File: src/rtl/wb_rr_arbiter_pkg.sv
// wb_arb_pkg: shared types, default sizes and helpers for the round-robin
// Wishbone arbiter.
//   arb_state_t    - arbiter FSM states (IDLE, OWN, YIELD)
//   DEF_*          - default parameter values
//   onehot_to_idx  - converts an up-to-8-bit one-hot vector to a binary index
package wb_arb_pkg;

    typedef enum logic [1:0] {
        IDLE  = 2'd0,
        OWN   = 2'd1,
        YIELD = 2'd2
    } arb_state_t;

    localparam int unsigned DEF_NUM_MASTERS = 3;
    localparam int unsigned DEF_ADR_W       = 32;
    localparam int unsigned DEF_DAT_W       = 32;
    localparam int unsigned DEF_MAX_HOLD    = 16;
    localparam int unsigned DEF_TIMEOUT     = 64;

    // An all-zero input yields index 0; callers gate on the one-hot being valid.
    function automatic logic [2:0] onehot_to_idx(input logic [7:0] oh);
        logic [2:0] idx;
        idx = '0;
        for (int i = 0; i < 8; i++) begin
            if (oh[i]) idx = idx | 3'(i);
        end
        return idx;
    endfunction

endpackage

File: src/rtl/wb_rr_arbiter_if.sv
// wb_arb_if: bundle of all per-master and slave-side Wishbone signals around
// the arbiter.
//   modport arb    - the arbiter itself
//   modport master - the requesting masters (drive m_* requests)
//   modport slave  - the shared slave (drives s_ack / s_dat_r)
// Per-master buses are packed: master i occupies [i*W +: W].
interface wb_arb_if
    import wb_arb_pkg::*;
#(
    parameter int unsigned NUM_MASTERS = DEF_NUM_MASTERS,
    parameter int unsigned ADR_W       = DEF_ADR_W,
    parameter int unsigned DAT_W       = DEF_DAT_W
);
    localparam int unsigned SEL_W = DAT_W / 8;

    logic [NUM_MASTERS-1:0]       m_cyc;
    logic [NUM_MASTERS-1:0]       m_stb;
    logic [NUM_MASTERS-1:0]       m_we;
    logic [NUM_MASTERS*ADR_W-1:0] m_adr;
    logic [NUM_MASTERS*DAT_W-1:0] m_dat_w;
    logic [NUM_MASTERS*SEL_W-1:0] m_sel;
    logic [NUM_MASTERS-1:0]       m_ack;
    logic [NUM_MASTERS-1:0]       m_err;
    logic [DAT_W-1:0]             m_dat_r;

    logic                         s_cyc;
    logic                         s_stb;
    logic                         s_we;
    logic [ADR_W-1:0]             s_adr;
    logic [DAT_W-1:0]             s_dat_w;
    logic [SEL_W-1:0]             s_sel;
    logic                         s_ack;
    logic [DAT_W-1:0]             s_dat_r;

    logic [NUM_MASTERS-1:0]       grant;

    modport arb (
        input  m_cyc, m_stb, m_we, m_adr, m_dat_w, m_sel, s_ack, s_dat_r,
        output m_ack, m_err, m_dat_r, s_cyc, s_stb, s_we, s_adr, s_dat_w, s_sel, grant
    );

    modport master (
        output m_cyc, m_stb, m_we, m_adr, m_dat_w, m_sel,
        input  m_ack, m_err, m_dat_r, grant
    );

    modport slave (
        output s_ack, s_dat_r,
        input  s_cyc, s_stb, s_we, s_adr, s_dat_w, s_sel
    );

endinterface

File: src/rtl/wb_rr_arbiter_picker.sv
// rr_priority_picker: combinational round-robin picker.
//   req   - request vector (one bit per master)
//   ptr   - index of the master with highest priority this round
//   gnt   - one-hot winner: first set bit of req searching circularly from ptr
//   valid - at least one request present
// Rotates req right by ptr, isolates the lowest set bit, rotates back.
module rr_priority_picker
    import wb_arb_pkg::*;
#(
    parameter int unsigned NUM_MASTERS = DEF_NUM_MASTERS,
    localparam int unsigned PTR_W      = $clog2(NUM_MASTERS)
) (
    input  logic [NUM_MASTERS-1:0] req,
    input  logic [PTR_W-1:0]       ptr,
    output logic [NUM_MASTERS-1:0] gnt,
    output logic                   valid
);

    logic [2*NUM_MASTERS-1:0] req_dbl;
    logic [2*NUM_MASTERS-1:0] gnt_dbl;
    logic [NUM_MASTERS-1:0]   req_rot;
    logic [NUM_MASTERS-1:0]   gnt_rot;

    always_comb begin
        req_dbl = {req, req} >> ptr;
        req_rot = req_dbl[NUM_MASTERS-1:0];
        // x & -x keeps only the lowest set bit
        gnt_rot = req_rot & (~req_rot + NUM_MASTERS'(1));
        gnt_dbl = {gnt_rot, gnt_rot} << ptr;
        gnt     = gnt_dbl[2*NUM_MASTERS-1:NUM_MASTERS];
        valid   = |req;
    end

endmodule

File: src/rtl/wb_rr_arbiter.sv
// wb_rr_arbiter: round-robin arbiter sharing one classic Wishbone slave
// between NUM_MASTERS masters, with a bounded number of acks per grant while
// others wait.
//   clk  - system clock
//   rst  - asynchronous active-low reset
//   bus  - wb_arb_if.arb: per-master requests/acks, slave port, grant vector
// Optional build macro WB_ARB_TIMEOUT_EN adds a no-ack watchdog that returns
// m_err to the owner after TIMEOUT stalled strobe cycles and hands the bus on.
module wb_rr_arbiter
    import wb_arb_pkg::*;
#(
    parameter int unsigned NUM_MASTERS = DEF_NUM_MASTERS,
    parameter int unsigned ADR_W       = DEF_ADR_W,
    parameter int unsigned DAT_W       = DEF_DAT_W,
    parameter int unsigned MAX_HOLD    = DEF_MAX_HOLD,
    parameter int unsigned TIMEOUT     = DEF_TIMEOUT
) (
    input logic clk,
    input logic rst,
    wb_arb_if.arb bus
);

    localparam int unsigned PTR_W = $clog2(NUM_MASTERS);
    localparam int unsigned SEL_W = DAT_W / 8;

    arb_state_t             state_q;
    logic [NUM_MASTERS-1:0] grant_q;
    logic [PTR_W-1:0]       rr_ptr_q;
    logic [7:0]             hold_cnt_q;

    logic [NUM_MASTERS-1:0] pick_gnt;
    logic                   pick_valid;
    logic [7:0]             grant_ext;
    logic [PTR_W-1:0]       owner;
    logic [PTR_W-1:0]       next_ptr;
    logic                   owning;
    logic                   own_cyc;
    logic                   own_stb;
    logic                   ack_seen;
    logic                   others_req;
    logic                   wdog_fire;

    rr_priority_picker #(
        .NUM_MASTERS(NUM_MASTERS)
    ) u_picker (
        .req  (bus.m_cyc),
        .ptr  (rr_ptr_q),
        .gnt  (pick_gnt),
        .valid(pick_valid)
    );

    always_comb begin
        grant_ext                  = '0;
        grant_ext[NUM_MASTERS-1:0] = grant_q;
        owner      = PTR_W'(onehot_to_idx(grant_ext));
        next_ptr   = (owner == PTR_W'(NUM_MASTERS - 1)) ? '0 : owner + PTR_W'(1);
        owning     = (state_q == OWN);
        own_cyc    = owning & bus.m_cyc[owner];
        own_stb    = owning & bus.m_stb[owner];
        ack_seen   = own_cyc & own_stb & bus.s_ack;
        others_req = |(bus.m_cyc & ~grant_q);
    end

`ifdef WB_ARB_TIMEOUT_EN
    logic [15:0] wdog_q;

    assign wdog_fire = own_cyc && own_stb && !bus.s_ack && (wdog_q == 16'(TIMEOUT - 1));

    always_ff @(posedge clk or negedge rst) begin
        if (!rst) begin
            wdog_q <= '0;
        end else if (!owning || ack_seen || wdog_fire) begin
            wdog_q <= '0;
        end else if (own_stb && !bus.s_ack) begin
            wdog_q <= wdog_q + 16'd1;
        end
    end
`else
    assign wdog_fire = 1'b0;
`endif

    always_ff @(posedge clk or negedge rst) begin
        if (!rst) begin
            state_q    <= IDLE;
            grant_q    <= '0;
            rr_ptr_q   <= '0;
            hold_cnt_q <= '0;
        end else begin
            unique case (state_q)
                IDLE: begin
                    if (pick_valid) begin
                        state_q    <= OWN;
                        grant_q    <= pick_gnt;
                        hold_cnt_q <= '0;
                    end
                end
                OWN: begin
                    if (!own_cyc) begin
                        state_q  <= IDLE;
                        grant_q  <= '0;
                        rr_ptr_q <= next_ptr;
                    end else if (wdog_fire) begin
                        state_q  <= YIELD;
                        grant_q  <= '0;
                        rr_ptr_q <= next_ptr;
                    end else if (ack_seen) begin
                        if (hold_cnt_q < 8'(MAX_HOLD)) hold_cnt_q <= hold_cnt_q + 8'd1;
                        // >= so an owner whose count already saturated while
                        // alone still yields on its next ack once someone waits
                        if (hold_cnt_q >= 8'(MAX_HOLD - 1) && others_req) begin
                            state_q  <= YIELD;
                            grant_q  <= '0;
                            rr_ptr_q <= next_ptr;
                        end
                    end
                end
                YIELD: state_q <= IDLE;
                default: begin
                    state_q <= IDLE;
                    grant_q <= '0;
                end
            endcase
        end
    end

    // Slave side is a pure mux of the owner; gated by state so that an
    // asynchronous reset drops s_cyc immediately.
    always_comb begin
        bus.s_cyc   = own_cyc;
        bus.s_stb   = own_stb;
        bus.s_we    = 1'b0;
        bus.s_adr   = '0;
        bus.s_dat_w = '0;
        bus.s_sel   = '0;
        if (owning) begin
            bus.s_we    = bus.m_we[owner];
            bus.s_adr   = bus.m_adr[owner*ADR_W +: ADR_W];
            bus.s_dat_w = bus.m_dat_w[owner*DAT_W +: DAT_W];
            bus.s_sel   = bus.m_sel[owner*SEL_W +: SEL_W];
        end
        bus.m_ack   = grant_q & {NUM_MASTERS{bus.s_ack}};
        bus.m_err   = wdog_fire ? grant_q : '0;
        bus.m_dat_r = bus.s_dat_r;
        bus.grant   = grant_q;
    end

endmodule

File: src/flat_wrapper.sv
// flat-port wrapper written by rule: the top's interface ports become plain ports
module wb_rr_arbiter_flat import wb_arb_pkg::*;
#(
    parameter int unsigned NUM_MASTERS = DEF_NUM_MASTERS,
    parameter int unsigned ADR_W       = DEF_ADR_W,
    parameter int unsigned DAT_W       = DEF_DAT_W,
    parameter int unsigned MAX_HOLD    = DEF_MAX_HOLD,
    parameter int unsigned TIMEOUT     = DEF_TIMEOUT
)
  (clk, rst, bus_m_cyc, bus_m_stb, bus_m_we, bus_m_adr, bus_m_dat_w, bus_m_sel, bus_s_ack, bus_s_dat_r, bus_m_ack, bus_m_err, bus_m_dat_r, bus_s_cyc, bus_s_stb, bus_s_we, bus_s_adr, bus_s_dat_w, bus_s_sel, bus_grant);
  wb_arb_if #(.NUM_MASTERS(NUM_MASTERS), .ADR_W(ADR_W), .DAT_W(DAT_W)) bus_i ();
  input logic clk;
  input logic rst;
  input wire logic [$bits(bus_i.m_cyc)-1:0] bus_m_cyc;
  input wire logic [$bits(bus_i.m_stb)-1:0] bus_m_stb;
  input wire logic [$bits(bus_i.m_we)-1:0] bus_m_we;
  input wire logic [$bits(bus_i.m_adr)-1:0] bus_m_adr;
  input wire logic [$bits(bus_i.m_dat_w)-1:0] bus_m_dat_w;
  input wire logic [$bits(bus_i.m_sel)-1:0] bus_m_sel;
  input wire logic [$bits(bus_i.s_ack)-1:0] bus_s_ack;
  input wire logic [$bits(bus_i.s_dat_r)-1:0] bus_s_dat_r;
  output wire logic [$bits(bus_i.m_ack)-1:0] bus_m_ack;
  output wire logic [$bits(bus_i.m_err)-1:0] bus_m_err;
  output wire logic [$bits(bus_i.m_dat_r)-1:0] bus_m_dat_r;
  output wire logic [$bits(bus_i.s_cyc)-1:0] bus_s_cyc;
  output wire logic [$bits(bus_i.s_stb)-1:0] bus_s_stb;
  output wire logic [$bits(bus_i.s_we)-1:0] bus_s_we;
  output wire logic [$bits(bus_i.s_adr)-1:0] bus_s_adr;
  output wire logic [$bits(bus_i.s_dat_w)-1:0] bus_s_dat_w;
  output wire logic [$bits(bus_i.s_sel)-1:0] bus_s_sel;
  output wire logic [$bits(bus_i.grant)-1:0] bus_grant;
  assign bus_i.m_cyc = bus_m_cyc;
  assign bus_i.m_stb = bus_m_stb;
  assign bus_i.m_we = bus_m_we;
  assign bus_i.m_adr = bus_m_adr;
  assign bus_i.m_dat_w = bus_m_dat_w;
  assign bus_i.m_sel = bus_m_sel;
  assign bus_i.s_ack = bus_s_ack;
  assign bus_i.s_dat_r = bus_s_dat_r;
  assign bus_m_ack = bus_i.m_ack;
  assign bus_m_err = bus_i.m_err;
  assign bus_m_dat_r = bus_i.m_dat_r;
  assign bus_s_cyc = bus_i.s_cyc;
  assign bus_s_stb = bus_i.s_stb;
  assign bus_s_we = bus_i.s_we;
  assign bus_s_adr = bus_i.s_adr;
  assign bus_s_dat_w = bus_i.s_dat_w;
  assign bus_s_sel = bus_i.s_sel;
  assign bus_grant = bus_i.grant;
  wb_rr_arbiter #(.NUM_MASTERS(NUM_MASTERS), .ADR_W(ADR_W), .DAT_W(DAT_W), .MAX_HOLD(MAX_HOLD), .TIMEOUT(TIMEOUT)) u_core (.clk(clk), .rst(rst), .bus(bus_i));
endmodule
File: config.mk
export PLATFORM = sky130hd
export DESIGN_NAME = wb_rr_arbiter_flat
export DESIGN_NICKNAME = d
export VERILOG_FILES = /design/src/rtl/wb_rr_arbiter_pkg.sv /design/src/rtl/wb_rr_arbiter_if.sv /design/src/rtl/wb_rr_arbiter_picker.sv /design/src/rtl/wb_rr_arbiter.sv /design/src/flat_wrapper.sv
export SDC_FILE = /design/constraint.sdc
export NUM_CORES = 1
export LEC_CHECK = 0
export CORE_AREA = 2 2 141 143
export CTS_BUF_LIST = sky130_fd_sc_hd__clkbuf_8 sky130_fd_sc_hd__clkbuf_16
export CTS_CLUSTER_SIZE = 30
export DETAILED_ROUTE_END_ITERATION = 8
export DIE_AREA = 0 0 143 145
export GPL_TIMING_DRIVEN = 0
export PLACE_DENSITY_LB_ADDON = 0.2
export SLEW_MARGIN = 40
export SYNTH_ARGS = -nofsm -noshare
export SYNTH_HDL_FRONTEND = slang
export SYNTH_SLANG_ARGS = --single-unit
File: constraint.sdc
create_clock -name clk -period 1.6 [get_ports clk]
set_input_delay 0.24 -clock clk [delete_from_list [all_inputs] [get_ports clk]]
set_output_delay 0.24 -clock clk [all_outputs]
set_load 0.1 [all_outputs]
==> summary.md <==
| Metric | Value |
|---|---|
| CP Class | flip-flop to primary output |
| Failing checks | negative setup slack |
| Placed Instances | 1023 |
| Final ANT Viol Nets | 0 |
| Hold WS | between 0.4 and 0.5 ns |
| Initial drt markers | 80 |
| Final min period | 2.04 ns |
| Utilization after layout | 0.444 |
| Die H | roughly 150 um |
| Worst setup margin | -0.438 ns |
| Initial antenna violation count | 0 |
| Switch share | 0.613 |
| Most frequent cells in the layout | clkdlybuf4s50_1 (214), buf_12 (80), nor2_1 (71), nor2_4 (70), mux2i_1 (66) |
| Vias in the first global route | roughly 4400 |
| Slew HR | 0.527 |
| Filler cells | between 1500 and 2000 |
| GR Util All Layers | 0.155 |
| Residual DRC count | 0 |
| Worst-path maximum fanout | 10 |
| Via count | between 4000 and 5000 |
| Post-placement cell area | ~0.0065 mm2 |
| DP HPWL | between 10000 and 15000 um |
| Design Area, Final | 0.00852 mm2 |
| Setup Skew | approximately 0.003 ns |
| CTS sink cnt | 15 |
| Reg2reg start | u_core.bus.grant[2] |
| Switch Pwr | approximately 13 mW |
| Top Ports | 360 |
| Syn_area_per_cell | around 6.5 um2 |
| Die area | about 0.021 mm2 |
| Grt ovf | 0 |
| Req. time, crit path | ~1.4 ns |
| RSZ-0062 raised after global routing | true |
| GP Congestion | between 0.7 and 0.8 |
| Clock Tree Buf Depth | 2 |
| Fin crit share | 1.27 |
| Clock Latency Late Sink | between 0.2 and 0.3 ns |
| Critical Path AT | between 1.5 and 2 ns |
| Commonest non-fill, non-tap cell in the layout | clkdlybuf4s50_1 |
| Netlist Area Pre-Place | between 0.002 and 0.003 mm2 |
| Reg2reg setup slack | -0.34 ns |
| Clk pin slew, worst setup/hold paths | 0.05 ns |
| Worst-Margin Slew | around 0.7 ns |
| Max Freq | 491 MHz |
| Synth Flop Type | dfrtp_1 |
| Post-synth ARST share | 1.00 |
| Comb power frac | 0.947 |
| Status | finished, violations left |
| Final setup viols | 85 |
| Setup TNS | -30.11 ns |
| Worst reg-to-reg path cell count | 7 |
| Pint | between 7 and 8 mW |
| CTS Root Buffer Type | clkbuf_16 |
| Static Leak | about 3.2 nW |
| Worst R2R End | u_core.rr_ptr_q[1] |
| Area of the core | 0.0192 mm2 |
| Hold/Removal Path Class | input port to asynchronous set/reset pin |
| Share of cells above drive strength 1 | 0.478 |
| H-tree levels | 1 |
| Chip width | between 100 and 150 um |
| I/O Buffers | roughly 320 |
| ANT cells | 0 |
| Area growth from synthesis to layout | 203% |
| Post-synth cell types | 34 |
| Pwr Density | roughly 2400 mW/mm2 |
| Clock network fraction of design power | 0.023 |
| Synthesis-stage register bit count | 15 |
| Final WL | 17200 um |
| Synth warn | 0 |
| Inserted Clock Buffers | 3 |
| Initial Util | 0.146 |
| Multi-input logic area | around 0.0030 mm2 |
| Final-report hold violation count | 0 |
| CTS tree | yes |
| First-pass GRT wire length | roughly 25000 um |
| Pre-Repair DR Iteration Count | 5 |
| Pins Over Slew Limit | 0 |
| Largest net degree at the start of global routing | 16 |
| Max-cap viol count | 0 |
| Fin nets | 1028 |
| Maximum vdd drop | 0.00149 V |
| Num rows | between 50 and 60 |
| Via density per instance | approximately 4.1 |
| CP Launch Type | flip-flop |
| Mapped Cells | 432 |
| Sequential power share | 0.029 |
| Sequential share of the synthesized area | 0.134 |
| Hold buffers post-CTS | 0 |
| Seq. cell area | approximately 380 um2 |
| Finished Layout Cells | roughly 1000 |
| Worst setup EP type | primary output |
| Wire per inst | 16.5 um |
| Post-synth EDFFs | 0 |
repair_timing:
action	CTS	global route
buffers inserted	10	5
resized for setup	431	27
pin swaps	12	13
cloned	2	0
endpoints found under the setup margin	85	89
cell families (layout without fill, tap and decap cells):
logic type / Yosys count / after routing / synth area share
flip-flops: 15 / 15 / 0.134
AND/OR/NAND/NOR: 181 / 181 / 0.273
multiplexers: 76 / 76 / 0.272
buffers and inverters: 73 / 417 / 0.155
AO/OA/AOI/OAI: 85 / 85 / 0.160
other: 1 / 3 / 0.00134
adder cells (fa/ha/maj): 1 / 1 / 0.00445
layout make-up:
cell class,count,area share
repair buffers,341,0.467
multi-input cells,346,0.349
plain buffers,68,0.0885
flip-flops and latches,15,0.0451
well taps,265,0.0389
clock buffers,3,0.00881
inverters,4,0.00176
clock inverters,1,0.000440
power groups by stage:
stage,registers [mW],clock network (mW),logic (mW)
floorplan,0.782,0,11.9
global placement,0.590,0,15.6
detailed placement,0.593,0,14.6
finish,0.602,0.482,19.5
global route,0.616,0.514,20.2
CTS,0.612,0.495,19.3
cells in the mapped netlist (all sizes together) (4+ instances only):
master,number,area share
nor2,144,0.19
a21oi,75,0.13
mux2i,73,0.26
buf,50,0.12
clkbuf,19,0.025
dfrtp,15,0.13
and2,9,0.020
nand2,8,0.011
o21ai,6,0.013
inv,4,0.0053
nor3,4,0.0071
worst max path at each step:
stage	from	end	slack, ns	cells after the start
2_1_floorplan	u_core.state_q[1]	bus_s_dat_w[24]	-0.84	5
3_3_place_gp	u_core.state_q[1]	bus_s_dat_w[24]	-2.15	6
3_5_place_dp	u_core.state_q[1]	bus_s_dat_w[24]	-1.02	6
4_1_cts	u_core.bus.grant[2]	bus_s_dat_w[14]	-0.47	7
5_1_grt	u_core.bus.grant[2]	bus_s_adr[24]	-0.50	7
6_report	u_core.bus.grant[2]	bus_s_adr[19]	-0.44	7
through the flow:
| stage | worst slack [ns] | power [mW] |
|---|---|---|
| global placement | -2.15 | 16.2 |
| global route | -0.502 | 21.3 |
| floorplan | -0.841 | 12.7 |
| finish | -0.438 | 20.6 |
| CTS | -0.475 | 20.4 |
| detailed placement | -1.02 | 15.2 |
critical path, stage by stage (launching register included):
cell,delay (ns)
dfrtp_4,0.47
buf_12,0.15
buf_6,0.18
mux2i_2,0.26
nor2_1,0.09
a21oi_2,0.17
nor2_4,0.05
buf_12,0.17
registers in the layout, indices dropped and copies added, names as in the netlist:
| name | count |
|---|---|
| u_core.bus.grant | 3 |
| u_core.hold_cnt_q | 8 |
| u_core.rr_ptr_q | 2 |
| u_core.state_q | 2 |
layer usage:
layer | share of wire | track usage
met5 | 0 | 0
met4 | 0.0093 | 0.0238
met3 | 0.095 | 0.0317
met2 | 0.52 | 0.293
met1 | 0.37 | 0.180
No activity file was read; power rests on OpenSTA's default activity.
